$ cat config.mk
export PLATFORM = sky130hd
export DESIGN_NAME = dmem_arbiter
export DESIGN_NICKNAME = d
export VERILOG_FILES = /design/src/rtl/dmem_arb_pkg.sv /design/src/rtl/rr_arb2.sv /design/src/rtl/dmem_arbiter.sv
export SDC_FILE = /design/constraint.sdc
export NUM_CORES = 1
export LEC_CHECK = 0
export ABC_AREA = 0
export BUFFER_PORTS_ARGS = -buffer_cell sky130_fd_sc_hd__buf_4
export CAP_MARGIN = 15
export CORE_UTILIZATION = 41
export CTS_BUF_LIST = sky130_fd_sc_hd__clkbuf_4 sky130_fd_sc_hd__clkbuf_8
export CTS_CLUSTER_SIZE = 40
export DETAILED_ROUTE_END_ITERATION = 8
export GPL_TIMING_DRIVEN = 0
export PLACE_DENSITY_LB_ADDON = 0.1
export SLEW_MARGIN = 20
export SYNTH_ARGS = -nofsm -noshare
export SYNTH_HDL_FRONTEND = slang
export SYNTH_SLANG_ARGS = --single-unit
$ cat constraint.sdc
create_clock -name clk -period 1.5 [get_ports clk]
set_input_delay 0.075 -clock clk [delete_from_list [all_inputs] [get_ports clk]]
set_output_delay 0.075 -clock clk [all_outputs]
set_load 0.02 [all_outputs]
$ cat src/rtl/dmem_arb_pkg.sv
// Shared types for the data-memory arbiter: FSM states, owner index, word width.
package dmem_arb_pkg;
  localparam int WORD_W = 32;

  typedef enum logic [1:0] {IDLE, ACCESS, WAIT, RESP} state_t;

  typedef logic owner_t;
endpackage

$ cat src/rtl/rr_arb2.sv
// Combinational two-way round-robin picker: on a tie the port that did not win last time is chosen.
module rr_arb2
  import dmem_arb_pkg::*;
(
  input  logic   req0,
  input  logic   req1,
  input  owner_t last,
  output owner_t grant,
  output logic   valid
);

  always_comb begin
    valid = req0 | req1;
    if (req0 && req1) grant = ~last;
    else              grant = req1;
  end

endmodule

$ cat src/rtl/dmem_arbiter.sv
// Two-port arbiter in front of the single-port data RAM (CPU = port 0, loader/debug = port 1).
// Optional upper-address range check is enabled with `define DMEM_ARB_RANGE_CHK_EN.
module dmem_arbiter
  import dmem_arb_pkg::*;
#(
  parameter int ADDR_W = 6,
  parameter int RD_LAT = 1
) (
  input  logic              clk,
  input  logic              reset,
  input  logic              req0,
  input  logic              we0,
  input  logic [WORD_W-1:0] addr0,
  input  logic [WORD_W-1:0] wdata0,
  output logic [WORD_W-1:0] rdata0,
  output logic              ack0,
  input  logic              req1,
  input  logic              we1,
  input  logic [WORD_W-1:0] addr1,
  input  logic [WORD_W-1:0] wdata1,
  output logic [WORD_W-1:0] rdata1,
  output logic              ack1,
  output logic              mem_en,
  output logic              mem_we,
  output logic [ADDR_W-1:0] mem_addr,
  output logic [WORD_W-1:0] mem_wdata,
  input  logic [WORD_W-1:0] mem_rdata,
  output logic              err
);

  state_t            state;
  owner_t            grant, owner, last;
  logic              valid;
  logic              sel_we, range_bad, rd_q, range_q, resp_rd;
  logic [WORD_W-1:0] sel_addr, sel_wdata, rdata_now, hold0, hold1;
  logic [1:0]        cnt;
  logic              unused_bits;

  rr_arb2 u_rr (
    .req0  (req0),
    .req1  (req1),
    .last  (last),
    .grant (grant),
    .valid (valid)
  );

  assign sel_we    = grant ? we1    : we0;
  assign sel_addr  = grant ? addr1  : addr0;
  assign sel_wdata = grant ? wdata1 : wdata0;

`ifdef DMEM_ARB_RANGE_CHK_EN
  assign range_bad   = |sel_addr[WORD_W-1:ADDR_W+2];
  assign unused_bits = ^sel_addr[1:0];
`else
  assign range_bad   = 1'b0;
  assign unused_bits = ^{sel_addr[WORD_W-1:ADDR_W+2], sel_addr[1:0]};
`endif

  // Read data reaches the owner straight from the RAM in the RESP cycle; otherwise the
  // last value delivered to that port is held.
  assign rdata_now = range_q ? '0 : mem_rdata;
  assign resp_rd   = (state == RESP) && (rd_q || range_q);
  assign rdata0    = (resp_rd && owner == 1'b0) ? rdata_now : hold0;
  assign rdata1    = (resp_rd && owner == 1'b1) ? rdata_now : hold1;

  always_ff @(posedge clk) begin
    if (!reset) begin
      state     <= IDLE;
      last      <= 1'b1;
      owner     <= 1'b0;
      rd_q      <= 1'b0;
      range_q   <= 1'b0;
      cnt       <= '0;
      ack0      <= 1'b0;
      ack1      <= 1'b0;
      err       <= 1'b0;
      mem_en    <= 1'b0;
      mem_we    <= 1'b0;
      mem_addr  <= '0;
      mem_wdata <= '0;
      hold0     <= '0;
      hold1     <= '0;
    end else begin
      ack0   <= 1'b0;
      ack1   <= 1'b0;
      err    <= 1'b0;
      mem_en <= 1'b0;
      mem_we <= 1'b0;
      case (state)
        IDLE: begin
          if (valid) begin
            owner     <= grant;
            rd_q      <= ~sel_we;
            range_q   <= range_bad;
            mem_addr  <= sel_addr[ADDR_W+1:2];
            mem_wdata <= sel_wdata;
            mem_en    <= ~range_bad;
            mem_we    <= sel_we & ~range_bad;
            state     <= ACCESS;
          end
        end
        ACCESS: begin
          if (!rd_q || range_q || RD_LAT <= 1) begin
            ack0  <= (owner == 1'b0);
            ack1  <= (owner == 1'b1);
            err   <= range_q;
            state <= RESP;
          end else begin
            cnt   <= 2'(RD_LAT - 1);
            state <= WAIT;
          end
        end
        WAIT: begin
          cnt <= cnt - 2'd1;
          if (cnt == 2'd1) begin
            ack0  <= (owner == 1'b0);
            ack1  <= (owner == 1'b1);
            state <= RESP;
          end
        end
        RESP: begin
          if (rd_q || range_q) begin
            if (owner == 1'b0) hold0 <= rdata_now;
            else               hold1 <= rdata_now;
          end
          last  <= owner;
          state <= IDLE;
        end
        default: state <= IDLE;
      endcase
    end
  end

endmodule

==> reports/summary.md <==
Synthesis produced 471 cells. The final-layout fill cell count was 750; the largest net degree at the start of global routing was 17. The worst setup path is captured at an output pin. In this run the remaining antenna-violating nets after routing total 0.

The areal power density over the cells is 1280 mW/mm^2, and the minimum clock period after layout is 1880 ps. The number of max-slew violations in the final report was 0. The tools report the number of hold violations in the final report as 0.

In the synthesized netlist the dominant register cell turns out to be sky130_fd_sc_hd__dfxtp_1. The combinational cell fraction of total power is 0.338, and the cell area after synthesis is 0.00471 sq mm. The maximum achievable frequency was 533 MHz; the slew at the pin closest to its max-slew limit was 558 ps.

The tightest min-delay check is of the in -> reg type. With fillers left out, the area of the finished cells amounts to 0.00845 sq mm. The run gives 987 as the non-filler instance count after layout. The tools report the number of distinct library cells after synthesis as 32.

The die boundary width is 109 microns. The yosys synthesis warning count is 0, and the share of synthesized registers carrying an async set or reset is 0. Synthesis produced a netlist with a net count of 643. The post-layout worst setup margin was -376 ps; the clock buffer count from CTS was 17. Across the run, the number of max-cap violations was 0. The cell internal power dissipation came out at 7360 uW. The final cell utilization of the core is 0.766, and the overall power is 10,800 uW. TritonCTS built the clock tree. Between clock sinks in the finished design, the worst skew comes to 13.2 ps. The number of antenna diodes in the final layout is 0. In this run the standard cell core region covers 0.0110 sq mm. The die height was 109 microns; the number of input and output port buffers inserted was 219. The logs give 4 for the count of H-tree levels built during CTS and 0.481 for the fraction of the yosys area taken by sequential cells. The total overflow left after global routing is 0. Setup repair after global routing could not meet its margin everywhere. Setup violations remaining at the end of the flow were counted as 64.

For the power spent charging and discharging nets, the log shows 3430 uW. Most common library cell in the layout ignoring fill and taps: sky130_fd_sc_hd__buf_4. In the layout the commonest cells are 226 x sky130_fd_sc_hd__buf_4, 113 x sky130_fd_sc_hd__dlygate4sd3_1, 110 x sky130_fd_sc_hd__dfxtp_1.

The run finished, with violations left. After legalization and detailed placement, the total HPWL measured 9590 microns. The iteration-0 DRC count of the detailed router is 240.

The post-route fraction of the period consumed by the critical path is 1.25, and the average instance area after synthesis is 9.99 sq um. The deepest clock path buffer count came out at 2. Compared with the post-synthesis result, the final layout area differs by 79.6%. The starting density of the core is 0.427. The tools report the share of power burned in registers as 0.344. The tools report the root buffer cell as sky130_fd_sc_hd__clkbuf_8. IR analysis of the VDD net gives a maximum drop of 925 uV. Pin placement for this block handled 273 I/O pins. In the final layout, the multi-input gates occupy 0.00232 sq mm.

The run gives 0.262 as the overall track demand over capacity in global routing. The checks that failed: negative setup slack. The part of the power in the clock network is 0.318, and the via density per instance is 4.99. Once placement completed, the tool counted placed cells totaling 830. The first detailed-routing pass took 5 iterations.

In this run the core area contains 38 standard-cell rows. Counting flops and latches in the post-synthesis netlist gives 113. Number of global-route vias before repair: 4,995. The number of synthesized flops with an enable pin works out to 0. The routed wire length per instance is 16.0 microns.

The tools report the final routed DRC violation total as 0. The detailed router placed 4,922 vias in this run. The critical path is of the reg -> out type. The run gives 0.782 as the final weighted congestion in routability-driven placement.

For the worst setup path, the data arrival time is 1800 ps. The share of layout cells above drive strength 1 was 0.426. The clock reaches the later pin of the worst-skew pair after 450 ps. The run gives 0.00654 sq mm as the post-placement cell area. In the final design database the tool counted 1,006 nets.

The tools report the number of clock sinks as 113. The worst slew slack as a fraction of its limit is 0.628, and the proportion of total power due to net switching is 0.318. The worst endpoint required time was 1420 ps; the largest fanout on the critical path was 10. Sequential cell area in the final layout: 0.00227 sq mm. Wires add up to 15,800 microns.

The clock-pin slew of the registers on the worst-case setup and hold paths is 80 ps, and the full die area is 0.0119 sq mm. STA classifies the critical path startpoint as a flip-flop. For the number of antenna violations at the first check in global routing, the log shows 0. The run gives 0.00416 uW as the static leakage. For the wire length of the first global-routing pass, the log shows 23,800 microns.
## repair_timing
item / in CTS / in global routing
buffers inserted: 8 / 3
hold endpoints to repair: 104 / 0
hold buffers: 113 / 0
pin swaps: 0 / 0
cloned: 0 / 2
gates resized for setup: 38 / 43
setup endpoints to repair: 148 / 110
## power by group through the flow
stage | clock (uW) | sequential [uW] | combinational, uW
final | 3420 | 3710 | 3650
after global routing | 3620 | 3750 | 3890
after CTS | 3460 | 3680 | 3270
after detailed placement | 0 | 3740 | 2770
after global placement | 0 | 3720 | 2710
after floorplan | 0 | 4110 | 1190
## through the flow
| step | hold slack [ps] | setup WS, ps | TNS, ps |
|---|---|---|---|
| 6_report | 159 | -376 | -22750 |
| 3_3_place_gp | 323 | -240 | -6530 |
| 4_1_cts | 135 | -397 | -24250 |
| 5_1_grt | 199 | -431 | -26640 |
| 2_1_floorplan | 209 | 37.3 | 0 |
| 3_5_place_dp | 329 | -284 | -9690 |
## cell usage after synthesis (3+ instances only)
master / instances / share of area
sky130_fd_sc_hd__clkbuf_1: 22 / 0.018
sky130_fd_sc_hd__and2_1: 65 / 0.086
sky130_fd_sc_hd__inv_1: 4 / 0.0032
sky130_fd_sc_hd__dfxtp_1: 113 / 0.48
sky130_fd_sc_hd__nand2_1: 44 / 0.035
sky130_fd_sc_hd__buf_6: 3 / 0.0072
sky130_fd_sc_hd__ha_1: 6 / 0.016
sky130_fd_sc_hd__mux2_1: 27 / 0.065
sky130_fd_sc_hd__a21oi_1: 80 / 0.085
sky130_fd_sc_hd__mux2_2: 7 / 0.017
sky130_fd_sc_hd__mux2i_1: 4 / 0.0085
sky130_fd_sc_hd__buf_4: 5 / 0.0080
sky130_fd_sc_hd__nor2b_1: 3 / 0.0040
sky130_fd_sc_hd__buf_2: 4 / 0.0043
sky130_fd_sc_hd__o21ai_0: 35 / 0.037
sky130_fd_sc_hd__o21ai_1: 4 / 0.0043
sky130_fd_sc_hd__mux2_4: 30 / 0.096
## path summary, 6_finish.rpt
check / slack, ps / from / end / cells after the start
worst min-delay path: 160 / reset / state[1] / 4
worst max-delay path: -380 / state[1] / rdata0[22] / 5
worst min register to register: 530 / owner / ack0 / 1
worst max register to register: 0 / state[1] / mem_wdata[15] / 8
## cell type report
class                      count  share of cell area
timing repair buffer         345               0.346
inverter                       4             0.00237
sequential                   113               0.269
clock inverter                10              0.0212
buffer                        34              0.0312
clock buffer                  22              0.0351
multi-input combinational    319               0.275
tap                          140              0.0207
## flip-flops by register name, summed over array words and instances (netlist names)
register   cells
state          2
last           1
mem_wdata     32
ack1           1
rd_q           1
owner          1
mem_addr       6
cnt            2
hold0         32
mem_en         1
ack0           1
mem_we         1
hold1         32
## logic make-up after synthesis
group                    Yosys count  share of synthesized area
adder cells (fa/ha/maj)            6                     0.0160
multiplexers                      68                      0.186
AO/OA/AOI/OAI                    125                      0.137
buffers and inverters             39                     0.0412
XOR/XNOR                           1                    0.00186
flip-flops                       113                      0.481
AND/OR/NAND/NOR                  118                      0.137
other                              1                   0.000797
## worst max-delay path, cell delays in order (launching register included)
cell and delay [ps]:
sky130_fd_sc_hd__dfxtp_4 360, sky130_fd_sc_hd__ha_4 180, sky130_fd_sc_hd__nand3b_4 130, sky130_fd_sc_hd__buf_8 160
sky130_fd_sc_hd__mux2_2 360, sky130_fd_sc_hd__buf_4 160
## per-layer routing
metal  vias to the layer above  track usage  part of all wire  wire [microns]
li1                       2334            -                 -               -
met1                      2303        0.286              0.39            6200
met2                       242        0.453              0.50            7900
met3                        43       0.0825             0.076            1190
met4                         0        0.136             0.032             503
met5                         -            0                 0               0
Power figures use the tool's default switching activity.
